$ cat config.mk
export PLATFORM = sky130hd
export DESIGN_NAME = delta_forward
export DESIGN_NICKNAME = d
export VERILOG_FILES = /design/src/rtl/delta_forward.sv
export SDC_FILE = /design/constraint.sdc
export NUM_CORES = 1
export LEC_CHECK = 0
export BUFFER_PORTS_ARGS = -buffer_cell sky130_fd_sc_hd__buf_2
export CAP_MARGIN = 20
export CELL_PAD_IN_SITES_DETAIL_PLACEMENT = 1
export CELL_PAD_IN_SITES_GLOBAL_PLACEMENT = 1
export CORE_ASPECT_RATIO = 0.8
export CORE_MARGIN = 1.5
export CORE_UTILIZATION = 42
export DETAILED_ROUTE_END_ITERATION = 7
export GPL_TIMING_DRIVEN = 0
export PLACE_DENSITY_LB_ADDON = 0.1
export SYNTH_ARGS = -nofsm -noshare
export SYNTH_HDL_FRONTEND = slang
export SYNTH_SLANG_ARGS = --single-unit
$ cat constraint.sdc
create_clock -name clk_i -period 2.2 [get_ports clk_i]
set_input_delay 0.66 -clock clk_i [delete_from_list [all_inputs] [get_ports clk_i]]
set_output_delay 0.66 -clock clk_i [all_outputs]
set_load 0.02 [all_outputs]
$ cat src/rtl/delta_forward.sv
// Encoder delta stage: gathers BLOCK_SIZE signed words, emits base + bit-transposed first differences.
// Optional partial-block close via flush_i when DELTA_FWD_FLUSH_EN is defined.
package ebpc_pkg;
  parameter int DATA_W     = 8;
  parameter int BLOCK_SIZE = 8;

  typedef struct packed {
    logic [DATA_W-1:0]               base;
    logic [DATA_W:0][BLOCK_SIZE-2:0] dbp;
  } dbp_block_t;
endpackage

module delta_forward
  import ebpc_pkg::*;
(
  input  logic                     clk_i,
  input  logic                     rst_ni,
  input  logic signed [DATA_W-1:0] data_i,
  input  logic                     vld_i,
  output logic                     rdy_o,
  output dbp_block_t               data_o,
  output logic                     vld_o,
  input  logic                     rdy_i,
  input  logic                     clr_i,
  input  logic                     flush_i
);
  localparam int NDIFF = BLOCK_SIZE - 1;
  localparam int IDX_W = $clog2(BLOCK_SIZE);

  typedef enum logic {FILL, OUT} state_e;

  state_e            state_q, state_d;
  logic [IDX_W-1:0]  idx_q, idx_d;
  logic [DATA_W-1:0] base_q, base_d;
  logic [DATA_W-1:0] prev_q, prev_d;
  logic [DATA_W:0]   diff_q [NDIFF];
  logic [DATA_W:0]   diff_d [NDIFF];
  logic [DATA_W:0]   delta;
  logic              accept;
  logic              last_word;
  logic              flush_req;

`ifdef DELTA_FWD_FLUSH_EN
  assign flush_req = flush_i;
`else
  logic unused_flush;
  assign unused_flush = flush_i;
  assign flush_req    = 1'b0;
`endif

  // One extra bit makes the signed difference exact for any pair of words.
  assign delta     = {data_i[DATA_W-1], data_i} - {prev_q[DATA_W-1], prev_q};
  assign accept    = vld_i & rdy_o;
  assign last_word = (idx_q == IDX_W'(BLOCK_SIZE - 1));

  always_comb begin
    vld_o       = (state_q == OUT);
    rdy_o       = (state_q == FILL) ? 1'b1 : rdy_i;
    data_o.base = base_q;
    data_o.dbp  = '0;
    for (int i = 0; i < NDIFF; i++) begin
      for (int j = 0; j <= DATA_W; j++) begin
        data_o.dbp[j][NDIFF-1-i] = diff_q[i][j];
      end
    end
  end

  always_comb begin
    state_d = state_q;
    idx_d   = idx_q;
    base_d  = base_q;
    prev_d  = prev_q;
    diff_d  = diff_q;
    unique case (state_q)
      FILL: begin
        if (accept) begin
          prev_d = data_i;
          if (idx_q == '0) base_d = data_i;
          for (int i = 0; i < NDIFF; i++) begin
            if (IDX_W'(i + 1) == idx_q) diff_d[i] = delta;
          end
          if (last_word) begin
            idx_d   = '0;
            state_d = OUT;
          end else begin
            idx_d = idx_q + 1'b1;
          end
        end
        // Padding with zero diffs is equivalent to repeating the last word.
        if (flush_req && (state_d == FILL) && (idx_d != '0)) begin
          for (int i = 0; i < NDIFF; i++) begin
            if ((i + 1) >= int'(idx_d)) diff_d[i] = '0;
          end
          idx_d   = '0;
          state_d = OUT;
        end
      end
      OUT: begin
        if (rdy_i) begin
          state_d = FILL;
          if (vld_i) begin
            base_d = data_i;
            prev_d = data_i;
            idx_d  = IDX_W'(1);
          end else begin
            idx_d = '0;
          end
        end
      end
      default: state_d = FILL;
    endcase
    if (clr_i) begin
      state_d = FILL;
      idx_d   = '0;
      base_d  = '0;
      prev_d  = '0;
      for (int i = 0; i < NDIFF; i++) diff_d[i] = '0;
    end
  end

  always_ff @(posedge clk_i or negedge rst_ni) begin
    if (!rst_ni) begin
      state_q <= FILL;
      idx_q   <= '0;
      base_q  <= '0;
      prev_q  <= '0;
      for (int i = 0; i < NDIFF; i++) diff_q[i] <= '0;
    end else begin
      state_q <= state_d;
      idx_q   <= idx_d;
      base_q  <= base_d;
      prev_q  <= prev_d;
      for (int i = 0; i < NDIFF; i++) diff_q[i] <= diff_d[i];
    end
  end

endmodule

==> results of run 1 <==
-- worst max-delay path: stages --
cell and delay [ns]:
buf_6 0.11, inv_12 0.05, ha_4 0.12, inv_2 0.04, fa_2 0.34, a21o_1 0.21, a221oi_4 0.27, buf_6 0.15
xnor2_4 0.17, mux2i_1 0.13, nor2_1 0.12
-- stage by stage --
| step | TNS, ns | power (W) | setup WS (ns) |
|---|---|---|---|
| after floorplan | -0.00583 | 0.00215 | -0.00583 |
| after global placement | -29.05 | 0.00239 | -0.339 |
| after detailed placement | -11.26 | 0.00242 | -0.370 |
| after CTS | 0 | 0.00407 | 0.00745 |
| after global routing | -0.0168 | 0.00422 | -0.0168 |
| final | 0 | 0.00405 | 0.0945 |
-- worst max-delay path by stage --
stage / end / startpoint / cells past startpoint
global route: data_o[45] / data_i[0] / 11
global placement: data_o[31] / data_i[0] / 10
detailed placement: data_o[58] / data_i[0] / 10
finish: data_o[47] / data_i[0] / 11
CTS: data_o[44] / data_i[0] / 10
floorplan: data_o[60] / data_i[0] / 9
-- timing repair --
item                                    4_1_cts  5_1_grt
gates resized for setup                       2        9
cloned                                        0        0
endpoints found under the setup margin        7       22
buffers inserted                              0        1
pin swaps                                     1        3
-- placed cells by master (no fill, tap or decap), types with 2 or more instances in the layout --
master / instances
o21ai_1: 2
nor2b_1: 7
dfrtp_1: 83
a21oi_1: 19
and2_1: 3
mux2_2: 10
nand2b_1: 14
a21o_1: 2
buf_4: 2
clkbuf_16: 9
nor4_1: 2
nand2_1: 44
buf_2: 89
nor2_1: 36
clkbuf_1: 6
nor2_2: 3
a211oi_1: 12
inv_1: 13
buf_6: 6
nand3b_1: 6
o21ai_0: 31
nand3_1: 5
a31oi_1: 2
and3_4: 2
a221o_1: 2
xnor2_4: 2
mux2i_1: 11
nor2_4: 2
ha_1: 13
buf_1: 4
a211oi_2: 4
bufinv_16: 2
and3_1: 4
-- registers in the layout, summed over array words and instances (netlist names) --
name,cells
idx_q,3
vld_o,1
base_q,8
prev_q,8
data_o,63
-- power by group --
group | internal (W) | switching (W)
Sequential | 0.00163 | 0.0000565
Clock | 0.00103 | 0.000594
Combinational | 0.000269 | 0.000482
Total | 0.00292 | 0.00113
-- metal layers --
layer	GRT usage, %	vias to the layer above
met5	0	-
met4	6.64	0
met3	5.02	9
met2	36.4	70
met1	29.0	1529
li1	-	1463
-- logic make-up after synthesis --
kind of cell,Yosys count
fa+ha+maj,15
mux,21
xor+xnor,4
flops,83
compound gates,83
buf+inv,35
simple gates,132
-- final cells by class --
| type | instances | share of cell area (%) |
|---|---|---|
| repair buffers | 86 | 9.49 |
| clock buffers | 12 | 5.00 |
| clock inverters | 4 | 1.50 |
| flip-flops and latches | 83 | 42.1 |
| inverters | 15 | 1.39 |
| multi-input cells | 255 | 35.2 |
| well taps | 115 | 2.92 |
| plain buffers | 20 | 2.38 |
==> impl_metrics.tcl, run 1 <==
set metrics [dict create \
    status "finished clean" \
    cts_max_level 3 \
    initial_core_util_pct 43.0 \
    cts_root_buf "clkbuf_16" \
    postPlaceCellArea_mm2 0.00454 \
    stdcell_area_mm2 0.00493 \
    grt_max_degree 49 \
    syn_nets 402 \
    synth-warning-count 0 \
    synth.top_cell.area_share_pct 53.4 \
    drtIter0Drc 86 \
    hold_class "primary input to async pin" \
    hold_viol 0 \
    ios 87 \
    yosys.area_share.adder_pct 5.02 \
    syn-instance-count 373 \
    synth-main-ff-cell "dfrtp_1" \
    postCtsHoldBufs 0 \
    yosys.area.top_type "dfrtp_1" \
    powerDensity_mw_per_mm2 822 \
    cts_buffer_depth 2 \
    final.setup_skew_ns 0.00675 \
    yosys-top-cells-count "dfrtp_1 (83), nand2_1 (44), nor2_1 (36)" \
    dp_hpwl_mm 7.48 \
    regArea_mm2 0.00208 \
    ant_nets 0 \
    required_ns 2.47 \
    diodes 0 \
    synth-async-reset-ratio_pct 100 \
    grt_pass1_vias 3106 \
    synth_area_mm2 0.00389 \
    hold_ws_ns 0.273 \
    drt-wirelength-per-cell_um 17.3 \
    worst_slew_pin_slew_ns 0.674 \
    slew_viol_final 0 \
    cts_sinks 83 \
    synth_most_common_cell "dfrtp_1" \
    wl_met1_mm 4.82 \
    grt_pass1_wl_mm 16.5 \
    dr.pass1.iters 4 \
    io_buffer_count 84 \
    r2r-end "data_o[23]" \
    p_leak_nw 2.40 \
    clk_latency_ns 0.34 \
    numCtsBuffers 9 \
    cp.arrival_ns 2.37 \
    place.gp.congestion 0.785 \
    nNetsFinal 499 \
    num_rows 31 \
    maxSlewHeadroom_pct 55.1 \
    die_h_um 89.1 \
    highest_layer "met4" \
    dr_wl_met2_mm 4.88 \
    antenna_found_initial 0 \
    overflow 0 \
    rrSetupSlack_ns 0.16 \
    drv_cap 0 \
    multi_input_area_mm2 0.00174 \
    globalRouteTotalUtil_pct 21.8 \
    fmax_mhz 475 \
    synthDistinctLibCells 46 \
    start_kind "primary input" \
    postSynthAreaPerCell_um2 10.4 \
    setup_viol 0 \
    ys_top_cells_by_area "dfrtp_1 (53%), ha_1 (4.5%), nand2_1 (4.2%), o21ai_0 (4.0%), nor2_1 (3.5%)" \
    die-area_mm2 0.00985 \
    reg2reg_depth 8 \
    critical_path_class "primary input to register" \
    area_growth_pct 26.9 \
    dp.cells 573 \
    vias_per_cell 5.21 \
    peakVddDrop_mv 0.539 \
    synth_top_family_by_area "simple AND/OR/NAND/NOR gates" \
    seq_area_frac_synth_pct 53.4 \
    fin_cells 590 \
    vias 3071 \
    rsz0062_at_grt "true" \
    fin_crit_sh_pct 95.7 \
    yosys_register_bits 83 \
    routed_wirelength_mm 10.2 \
    synth-xor-area-share_pct 1.09 \
    reg2reg_from "prev_q[1]" \
    cts_tree "built" \
    synth-edff-count 0 \
    die_x_um 111 \
    final_core_util_pct 54.6 \
    clk_pin_slew_ns 0.06 \
    fillers 1032 \
    wl_met3_um 420 \
    cp_max_fo 7 \
    synth-compound-area-share_pct 13.5 \
    drc 0 \
    core_area_mm2 0.00904 \
    drive_above_1_share_pct 30.5 \
    worst_setup_path_end_kind "register" \
    yosys.area_share.simple_pct 16.8 \
    min_period_ns 2.11 \
    muxShareOfSynthArea_pct 5.73 \
]
Note: power is estimated with default switching activity, not from simulation.
==> run 2: changes to the inputs <==
--- a/config.mk
+++ b/config.mk
@@ -5,14 +5,14 @@
 export SDC_FILE = /design/constraint.sdc
 export NUM_CORES = 1
 export LEC_CHECK = 0
-export BUFFER_PORTS_ARGS = -buffer_cell sky130_fd_sc_hd__buf_2
 export CAP_MARGIN = 20
 export CELL_PAD_IN_SITES_DETAIL_PLACEMENT = 1
 export CELL_PAD_IN_SITES_GLOBAL_PLACEMENT = 1
 export CORE_ASPECT_RATIO = 0.8
 export CORE_MARGIN = 1.5
-export CORE_UTILIZATION = 42
+export CORE_UTILIZATION = 48
 export DETAILED_ROUTE_END_ITERATION = 7
+export DONT_BUFFER_PORTS = 1
 export GPL_TIMING_DRIVEN = 0
 export PLACE_DENSITY_LB_ADDON = 0.1
 export SYNTH_ARGS = -nofsm -noshare
==> run 2 against run 1 <==
The flow now finishes with violations (hold timing). Non-clock buffer count fell by 86. Via count down 12%. First-iteration DRC count increased by 45%. Worst hold slack worse by 0.30 ns. Worst setup slack worse by 0.0044 ns. Sequential share of layout area up 6.1 points. Clock-buffer cell count shrank 2. Sequential power is 8% higher. Core utilization down 0.11 points. Highest routed layer unchanged. Flip-flop and latch count unchanged.
==> impl_metrics.tcl, run 2 (same netlist as run 1, synthesis figures left out) <==
set metrics [dict create \
    largest_register_ffs 63 \
    max_stage_delay_ns 0.41 \
    overflow 0 \
    maxSlewHeadroom_pct 57.1 \
    dp_hpwl_mm 6.80 \
    drt-wirelength-per-cell_um 18.8 \
    cts_sinks 83 \
    violations "hold timing" \
    hold_viol 70 \
    initial_core_util_pct 49.2 \
    status "finished, violations left" \
    vias_per_cell 5.45 \
    path_cells "ha_4, inv_2, fa_2, a21o_1, a221oi_4, o21ai_1, a21boi_4, a211oi_2" \
    num_rows 29 \
    timing.setup.tns_ns 0 \
    io_buffer_count 0 \
    slew_viol_final 0 \
    clk_pin_slew_ns 0.09 \
    grt_max_degree 84 \
    final_core_util_pct 54.5 \
    reg2reg_depth 8 \
    fin_ws_ns 0.0901 \
    crit_cells 8 \
    globalRouteTotalUtil_pct 23.2 \
    ios 87 \
    drv_cap 0 \
    post-place-ws_ns -0.180 \
    required_ns 2.48 \
    area_growth_pct 10.8 \
    grt_pass1_wl_mm 15.4 \
    cts_root_buf "clkbuf_8" \
    grt_pass1_vias 2805 \
    cts_buffer_depth 2 \
    core_area_mm2 0.00791 \
    critical_path_class "register to register" \
    numCtsBuffers 9 \
    fmax_mhz 474 \
    power_w 0.00329 \
    crit_buf_inv 1 \
    hold_ws_ns -0.0229 \
    clk_latency_ns 0.36 \
    critPathSlowestCell "dfrtp_1" \
    cp.arrival_ns 2.39 \
    vias 2710 \
    die-area_mm2 0.00865 \
    worst_slew_pin_slew_ns 0.637 \
    min_period_ns 2.11 \
    postCtsSetupBuffers 0 \
    cp_max_fo 7 \
    die_x_um 104 \
    ant_nets 0 \
    rrSetupSlack_ns 0.09 \
    routed_wirelength_mm 9.36 \
    antenna_found_initial 0 \
    dr.pass1.iters 4 \
    drc 0 \
    final.setup_skew_ns 0.00807 \
    diodes 0 \
    drtIter0Drc 125 \
    start_kind "register" \
    p_leak_nw 1.88 \
    drive_above_1_share_pct 15.7 \
    cts_tree "built" \
    hold_class "primary input to async pin" \
    worst_setup_path_end_kind "register" \
    powerDensity_mw_per_mm2 764 \
    peakVddDrop_mv 0.408 \
    fin_crit_sh_pct 95.9 \
    final_common_cell "dfrtp_1" \
    place.gp.congestion 0.856 \
    layout_common_cells "dfrtp_1 (83), nand2_1 (44), nor2_1 (36)" \
    path_delay_family "compound AO/OA/AOI/OAI gates" \
    setup_viol 0 \
    nNetsFinal 413 \
    die_h_um 83.5 \
    cts_max_level 3 \
]
run 2: cell types whose count changed in the layout (fill, tap and decap cells not counted), moves of 2 or more:
cell	before	now
inv_6	0	2
buf_2	89	7
clkbuf_16	9	0
clkbuf_8	1	9
buf_6	6	4
clkinvlp_4	0	3
bufinv_16	2	0
run 2: report_power, final:
part / total [W] / switching (W) / internal, W
Clock: 0.00101 / 0.000591 / 0.000420
Combinational: 0.000477 / 0.000287 / 0.000191
Sequential: 0.00181 / 0.000182 / 0.00162
Total: 0.00329 / 0.00106 / 0.00223
run 2: final timing paths:
kind | startpoint | end
max in group asynchronous | rst_ni | base_q[3]
min in group clk_i | rdy_i | idx_q[2]
worst min register to register | prev_q[7] | prev_q[7]
worst min-delay path | rst_ni | data_o[36]
worst max-delay path | prev_q[0] | data_o[60]
worst max register to register | prev_q[0] | data_o[60]
run 2: per-layer routing:
metal / share of wire (%) / global-route usage (%) / up-vias
met5: 0 / 0 / -
met4: 1.5 / 7.20 / 0
met3: 7.3 / 7.96 / 13
met1: 45 / 31.3 / 1335
li1: - / - / 1289
met2: 46 / 35.5 / 73
run 2: layout make-up:
class                      instances  area [µm²]
sequential                        83        2080
inverter                          15        68.8
clock buffer                      10         128
buffer                            20         118
clock inverter                     6        48.8
multi-input combinational        255        1730
tap                              108         135
fill                             894        3600
run 2: through the flow:
stage	hold WS (ns)	area, µm²	std cells
floorplan	0.364	3950	373
global placement	0.366	4080	481
detailed placement	0.366	4080	481
CTS	-0.0404	4260	497
global route	-0.0461	4310	497
finish	-0.0229	4310	497
run 2: what timing repair did:
item                                    in CTS  in global routing
gates resized for setup                      0                  6
endpoints found under the hold margin       83                 83
endpoints found under the setup margin       0                 20
